<file path="src/rtl/rv32im_pkg.sv">
// Shared RV32IM definitions: ALU control codes, multiply/divide FSM states
// and small decode helpers used by the execute stage.
package rv32im_pkg;

    localparam int XLEN  = 32;
    localparam int CNT_W = $clog2(XLEN);

    localparam logic [4:0] ALU_MUL    = 5'b10010;
    localparam logic [4:0] ALU_MULH   = 5'b10011;
    localparam logic [4:0] ALU_MULHSU = 5'b10100;
    localparam logic [4:0] ALU_MULHU  = 5'b10101;
    localparam logic [4:0] ALU_DIV    = 5'b10110;
    localparam logic [4:0] ALU_DIVU   = 5'b10111;
    localparam logic [4:0] ALU_REM    = 5'b11000;
    localparam logic [4:0] ALU_REMU   = 5'b11001;

    typedef enum logic [1:0] {
        IDLE = 2'd0,
        CALC = 2'd1,
        FIX  = 2'd2,
        DONE = 2'd3
    } md_state_t;

    function automatic logic is_muldiv_op(input logic [4:0] code);
        return (code >= ALU_MUL) && (code <= ALU_REMU);
    endfunction

    // Only meaningful for codes already known to be M-extension codes.
    function automatic logic is_mul_op(input logic [4:0] code);
        return code <= ALU_MULHU;
    endfunction

endpackage

</file>
<file path="src/rtl/muldiv_unit_if.sv">
// Execute-stage request/response bundle between the core and the
// multiply/divide unit.
interface muldiv_unit_if;
    import rv32im_pkg::*;

    // start is a request that is accepted only while busy is low; operands and
    // alu_ctrl need only be valid in that cycle. done pulses for one cycle and
    // result stays valid until the next accepted start.
    logic            start;
    logic [4:0]      alu_ctrl;
    logic [XLEN-1:0] src_a;
    logic [XLEN-1:0] src_b;
    logic            busy;
    logic            done;
    logic [XLEN-1:0] result;

    modport master (
        output start, alu_ctrl, src_a, src_b,
        input  busy, done, result
    );

    modport slave (
        input  start, alu_ctrl, src_a, src_b,
        output busy, done, result
    );

endinterface

</file>
<file path="src/rtl/abs_val.sv">
// Operand magnitude extraction: two's-complement magnitude and sign bit,
// with the sign ignored when the operand is treated as unsigned.
module abs_val
    import rv32im_pkg::*;
(
    input  logic [XLEN-1:0] value,
    input  logic            is_signed,
    output logic [XLEN-1:0] mag,
    output logic            neg
);

    // 0x80000000 maps to itself, which is the correct unsigned magnitude.
    assign neg = is_signed & value[XLEN-1];
    assign mag = neg ? ((~value) + XLEN'(1)) : value;

endmodule

</file>
<file path="src/rtl/muldiv_unit.sv">
// Iterative RV32IM multiply/divide unit: one bit per cycle on unsigned
// magnitudes, sign fix-up at the end, one-cycle done pulse.
module muldiv_unit
    import rv32im_pkg::*;
(
    input  logic              clk,
    input  logic              reset,
    muldiv_unit_if.slave      bus,
    output md_state_t         dbg_state
);

    md_state_t state, next_state;

    logic [4:0]        op_q;
    logic              sign_diff_q;
    logic              a_neg_q;
    logic [CNT_W-1:0]  count_q;
    logic [XLEN-1:0]   operand_q;
    logic [2*XLEN-1:0] prod_q;
    logic [XLEN-1:0]   rem_q;
    logic [XLEN-1:0]   result_q;

    logic            accept;
    logic            a_signed, b_signed;
    logic [XLEN-1:0] a_mag, b_mag;
    logic            a_neg, b_neg;
    logic            div_by_zero, sgn_ovf, special;
    logic [XLEN-1:0] special_result;

    logic [XLEN:0]     mul_sum;
    logic [XLEN:0]     div_shift;
    logic [XLEN:0]     div_trial;
    logic [2*XLEN-1:0] prod_fix;
    logic [XLEN-1:0]   quot_fix;
    logic [XLEN-1:0]   rem_fix;
    logic [XLEN-1:0]   fix_result;

    assign accept = bus.start && is_muldiv_op(bus.alu_ctrl);

    always_comb begin
        a_signed = (bus.alu_ctrl == ALU_MULH) || (bus.alu_ctrl == ALU_MULHSU) ||
                   (bus.alu_ctrl == ALU_DIV)  || (bus.alu_ctrl == ALU_REM);
        b_signed = (bus.alu_ctrl == ALU_MULH) || (bus.alu_ctrl == ALU_DIV) ||
                   (bus.alu_ctrl == ALU_REM);
    end

    abs_val u_abs_a (.value(bus.src_a), .is_signed(a_signed), .mag(a_mag), .neg(a_neg));
    abs_val u_abs_b (.value(bus.src_b), .is_signed(b_signed), .mag(b_mag), .neg(b_neg));

    // Divide corner cases are resolved at issue and bypass the iteration.
    always_comb begin
        div_by_zero = !is_mul_op(bus.alu_ctrl) && (bus.src_b == '0);
        sgn_ovf     = ((bus.alu_ctrl == ALU_DIV) || (bus.alu_ctrl == ALU_REM)) &&
                      (bus.src_a == {1'b1, {(XLEN-1){1'b0}}}) && (bus.src_b == '1);
        special     = div_by_zero || sgn_ovf;
        special_result = '0;
        if (div_by_zero) begin
            if ((bus.alu_ctrl == ALU_DIV) || (bus.alu_ctrl == ALU_DIVU))
                special_result = '1;
            else
                special_result = bus.src_a;
        end else if (bus.alu_ctrl == ALU_DIV) begin
            special_result = {1'b1, {(XLEN-1){1'b0}}};
        end
    end

    always_comb begin
        mul_sum   = {1'b0, prod_q[2*XLEN-1:XLEN]} +
                    (prod_q[0] ? {1'b0, operand_q} : '0);
        div_shift = {rem_q, prod_q[XLEN-1]};
        div_trial = div_shift - {1'b0, operand_q};
    end

    always_comb begin
        prod_fix = sign_diff_q ? ((~prod_q) + (2*XLEN)'(1)) : prod_q;
        quot_fix = sign_diff_q ? ((~prod_q[XLEN-1:0]) + XLEN'(1)) : prod_q[XLEN-1:0];
        rem_fix  = a_neg_q ? ((~rem_q) + XLEN'(1)) : rem_q;
        case (op_q)
            ALU_MUL:                        fix_result = prod_fix[XLEN-1:0];
            ALU_MULH, ALU_MULHSU, ALU_MULHU: fix_result = prod_fix[2*XLEN-1:XLEN];
            ALU_DIV, ALU_DIVU:              fix_result = quot_fix;
            default:                        fix_result = rem_fix;
        endcase
    end

    always_ff @(posedge clk or posedge reset) begin
        if (reset) state <= IDLE;
        else       state <= next_state;
    end

    always_comb begin
        next_state = state;
        bus.busy   = 1'b1;
        bus.done   = 1'b0;
        case (state)
            IDLE: begin
                bus.busy = 1'b0;
                if (accept) next_state = special ? DONE : CALC;
            end
            CALC: if (count_q == '0) next_state = FIX;
            FIX:  next_state = DONE;
            DONE: begin
                bus.done   = 1'b1;
                next_state = IDLE;
            end
            default: next_state = IDLE;
        endcase
    end

    // For divides prod_q[XLEN-1:0] holds the dividend shifting out and the
    // quotient shifting in; operand_q holds the multiplicand or divisor.
    always_ff @(posedge clk or posedge reset) begin
        if (reset) begin
            op_q        <= '0;
            sign_diff_q <= 1'b0;
            a_neg_q     <= 1'b0;
            count_q     <= '0;
            operand_q   <= '0;
            prod_q      <= '0;
            rem_q       <= '0;
            result_q    <= '0;
        end else begin
            case (state)
                IDLE: if (accept) begin
                    op_q        <= bus.alu_ctrl;
                    sign_diff_q <= a_neg ^ b_neg;
                    a_neg_q     <= a_neg;
                    count_q     <= CNT_W'(XLEN-1);
                    rem_q       <= '0;
                    if (is_mul_op(bus.alu_ctrl)) begin
                        operand_q <= a_mag;
                        prod_q    <= {{XLEN{1'b0}}, b_mag};
                    end else begin
                        operand_q <= b_mag;
                        prod_q    <= {{XLEN{1'b0}}, a_mag};
                    end
                    if (special) result_q <= special_result;
                end
                CALC: begin
                    count_q <= count_q - CNT_W'(1);
                    if (is_mul_op(op_q)) begin
                        prod_q <= {mul_sum, prod_q[XLEN-1:1]};
                    end else begin
                        rem_q              <= div_trial[XLEN] ? div_shift[XLEN-1:0]
                                                              : div_trial[XLEN-1:0];
                        prod_q[XLEN-1:0]   <= {prod_q[XLEN-2:0], ~div_trial[XLEN]};
                    end
                end
                FIX:     result_q <= fix_result;
                default: ;
            endcase
        end
    end

    assign bus.result = result_q;
    assign dbg_state  = state;

endmodule

</file>
<file path="src/flat_wrapper.sv">
// flat-port wrapper written by rule: the top's interface ports become plain ports
module muldiv_unit_flat import rv32im_pkg::*;
  (clk, reset, dbg_state, bus_start, bus_alu_ctrl, bus_src_a, bus_src_b, bus_busy, bus_done, bus_result);
  muldiv_unit_if bus_i ();
  input  logic clk;
  input  logic reset;
  output md_state_t dbg_state;
  input wire logic [$bits(bus_i.start)-1:0] bus_start;
  input wire logic [$bits(bus_i.alu_ctrl)-1:0] bus_alu_ctrl;
  input wire logic [$bits(bus_i.src_a)-1:0] bus_src_a;
  input wire logic [$bits(bus_i.src_b)-1:0] bus_src_b;
  output wire logic [$bits(bus_i.busy)-1:0] bus_busy;
  output wire logic [$bits(bus_i.done)-1:0] bus_done;
  output wire logic [$bits(bus_i.result)-1:0] bus_result;
  assign bus_i.start = bus_start;
  assign bus_i.alu_ctrl = bus_alu_ctrl;
  assign bus_i.src_a = bus_src_a;
  assign bus_i.src_b = bus_src_b;
  assign bus_busy = bus_i.busy;
  assign bus_done = bus_i.done;
  assign bus_result = bus_i.result;
  muldiv_unit u_core (.clk(clk), .reset(reset), .bus(bus_i), .dbg_state(dbg_state));
endmodule
</file>
<file path="config.mk">
export PLATFORM = sky130hd
export DESIGN_NAME = muldiv_unit_flat
export DESIGN_NICKNAME = d
export VERILOG_FILES = /design/src/rtl/rv32im_pkg.sv /design/src/rtl/muldiv_unit_if.sv /design/src/rtl/abs_val.sv /design/src/rtl/muldiv_unit.sv /design/src/flat_wrapper.sv
export SDC_FILE = /design/constraint.sdc
export NUM_CORES = 1
export LEC_CHECK = 0
export CORE_UTILIZATION = 45
export CTS_CLUSTER_DIAMETER = 200
export DETAILED_ROUTE_END_ITERATION = 8
export PLACE_DENSITY = 0.66
export SYNTH_ARGS = -nofsm -noshare
export SYNTH_HDL_FRONTEND = slang
export SYNTH_HIERARCHICAL = 1
export SYNTH_SLANG_ARGS = --single-unit
</file>
<file path="constraint.sdc">
create_clock -name clk -period 5.2 [get_ports clk]
set_clock_uncertainty 0.1 [all_clocks]
set_input_delay 0.52 -clock clk [delete_from_list [all_inputs] [get_ports clk]]
set_output_delay 0.52 -clock clk [all_outputs]
set_load 0.02 [all_outputs]
</file>
==> flow_summary.toml <==
[pwr]
p_leak_nw = 7.72
ir_worst_vdd_mv = 0.362
powerDensity_nw_per_um2 = 581

[global_route]
use_met2_pct = 50.5
use_met3_pct = 4.87
grt-busiest-layer = "met2"
antenna_found_initial = 1
overflow = 0
grtUsageMet1_pct = 45.2
grt_max_degree = 175
grt_first_pass_wirelength_um = 95000
grt_usage_pct = 33.1
grt_pass1_vias = 15600

[clock_network]
path_clk_slew_ns = 0.07
root_buffer = "clkbuf_16"
cts_made_buffers = 17
cts_tree = "built"
htreeDepth = 4
ctsHoldBuffers = 0
cts_buffer_depth = 2
cts_resized = 0
worstSkewPairLatency_ns = 0.46
post-cts-setup-buffers = 0
cts_sinks = 174

[setup_path]
critical_path_required_ns = 5.39
endpoint_kind = "flip-flop"
worstPathMaxFanout = 16
arrival_ns = 4.40
critical_path_class = "reg -> reg"
start_kind = "flip-flop"

[sta]
slew_violations = 0
relSlewSlack_pct = 29.5
setup_tns_ns = 0
worst_slew_pin_slew_ns = 1.06
min_period_ns = 4.21
rsz0062_at_grt = "no"
hold_ws_ns = 0.378
max_freq_mhz = 237
finalSetupViolations = 0
post-route-period-util_pct = 81.0
finalHoldViolCount = 0
postLayoutSetupSlackWorst_ns = 0.987

[drt]
vias = 16900
drtIter0Drc = 1866
firstDrtPassIters = 6
avgViaCountPerCell = 6.44
routedWlPerCell_um = 23.9
drt_drc_violations_left = 0
wirelength_um = 62700
ant_nets = 0

[yosys]
synthFlopType = "dfrtp_1"
synth.avg_cell_area_um2 = 7.73
ys_seq_elements = 174
ys_warn_count = 6
syn_inst = 2140
synth_edf_count = 0
synth_common_cells = "nand2_1, o21ai_0, dfrtp_1"
synth_cell_types = 90
netlist.top_cell.by_area = "dfrtp_1"
yosys.cell_count.top_type = "nand2_1"
syn_area_um2 = 16500
synth.area.top_cells = "dfrtp_1, o21ai_0, nand2_1, xor2_1, ha_1"
synth-seq-area-share_pct = 26.3
synth-async-reset-ratio_pct = 100
synth_nets = 2289
yosysTopAreaCellShare_pct = 26.3

[run]
max-cap-violations = 0

[floorplanning]
die_area_um2 = 37500
initial_core_util_pct = 46.1
io-pin-count = 108
die_h_um = 194
die_w_um = 194
rows = 69
core-area_um2 = 35800

[place]
dp_slack_ns = 1.09
place_congestion = 1.06
portBuffers = 107
dpl_cell_area_um2 = 17900
hpwl_um = 48400

[cells_and_area]
syn_to_final_growth_pct = 11.6
final_util_pct = 51.5
layout-drive-gt1-share_pct = 6.37
design_area_um2 = 18500
nets = 2306

[worst_hold_path]
min_path_type = "reg -> reg"

[outcome]
status = "finished, final reports clean"
cells in the final DEF (no fill, tap or decap), types with 36 or more instances in the layout:
| cell | netlist | layout |
|---|---|---|
| a21oi_1 | 173 | 172 |
| nor2_1 | 157 | 157 |
| clkdlybuf4s50_1 | 0 | 107 |
| ha_1 | 75 | 75 |
| o21ai_0 | 236 | 236 |
| inv_1 | 81 | 80 |
| nor3_1 | 36 | 36 |
| dfrtp_1 | 174 | 174 |
| mux2i_1 | 67 | 67 |
| nand2_1 | 293 | 291 |
| xor2_1 | 111 | 111 |
| xnor2_1 | 78 | 78 |
worst paths after layout:
| check | from | endpoint | slack [ns] | cells after the start |
|---|---|---|---|---|
| worst max-delay path | u_core/prod_q[0]$_DFFE_PP0P_ | u_core/prod_q[63]$_DFFE_PP0P_ | 0.99 | 12 |
| worst min-delay path | u_core/operand_q[12]$_DFFE_PP0P_ | u_core/operand_q[12]$_DFFE_PP0P_ | 0.38 | 2 |
| worst max register to register | u_core/prod_q[0]$_DFFE_PP0P_ | u_core/prod_q[63]$_DFFE_PP0P_ | 0.99 | 12 |
| worst min register to register | u_core/operand_q[12]$_DFFE_PP0P_ | u_core/operand_q[12]$_DFFE_PP0P_ | 0.38 | 2 |
| max in group asynchronous | reset | u_core/rem_q[16]$_DFFE_PP0P_ | 3.61 | 3 |
| min in group asynchronous | reset | u_core/bus.result[7]$_DFFE_PP0P_ | 0.56 | 3 |
critical path, stage by stage (launching register included):
cell	delay, ns
dfrtp_1	0.44
inv_1	0.50
nor2_1	0.10
ha_1	0.39
a2111oi_0	0.37
o21ai_0	0.19
and4_1	0.21
a211oi_1	0.38
o21ai_0	0.31
a311o_1	0.41
o21ai_0	0.23
nor4bb_1	0.33
a211oi_1	0.08
layout make-up:
cell class / instances / area (um^2)
Tap cell: 461 / 577
Clock buffer: 20 / 457
Clock inverter: 10 / 115
Inverter: 85 / 323
Fill cell: 3435 / 17400
Multi-Input combinational cell: 1751 / 11400
Sequential cell: 174 / 4350
Timing Repair Buffer: 128 / 1240
Antenna cell: 1 / 2.50
routing by layer:
layer,routed length (um),vias up
li1,-,7769
met1,26600,8164
met2,27400,897
met3,5380,117
met4,3330,2
met5,36,-
flip-flops by register name (all words and copies together), names as in the netlist:
name / count
u_core/operand_q: 32
u_core/count_q: 5
u_core/dbg_state: 2
u_core/prod_q: 64
u_core/bus.result: 32
u_core/sign_diff_q: 1
u_core/op_q: 5
u_core/rem_q: 32
u_core/a_neg_q: 1
logic make-up after synthesis:
kind of cell	Yosys count	synth area share (%)
simple gates	709	21.2
flops	174	26.3
fa+ha+maj	77	5.92
xor+xnor	189	10.0
mux	97	6.10
compound gates	679	25.3
buf+inv	215	5.14
stage by stage:
stage,std cells,power (mW)
after floorplan,2140,7.11
after global placement,2599,9.16
after detailed placement,2599,9.26
after CTS,2629,10.6
after global routing,2629,11.4
final,2630,10.7
power by group:
| group | switching [mW] | total, mW | leakage, nW | internal (mW) |
|---|---|---|---|---|
| sequential | 0.779 | 2.64 | 2.23 | 1.87 |
| clock | 0.578 | 1.31 | 0.286 | 0.727 |
| combinational | 4.31 | 6.78 | 5.21 | 2.47 |
| total | 5.66 | 10.7 | 7.72 | 5.07 |
Note: power is estimated with default switching activity, not from simulation.
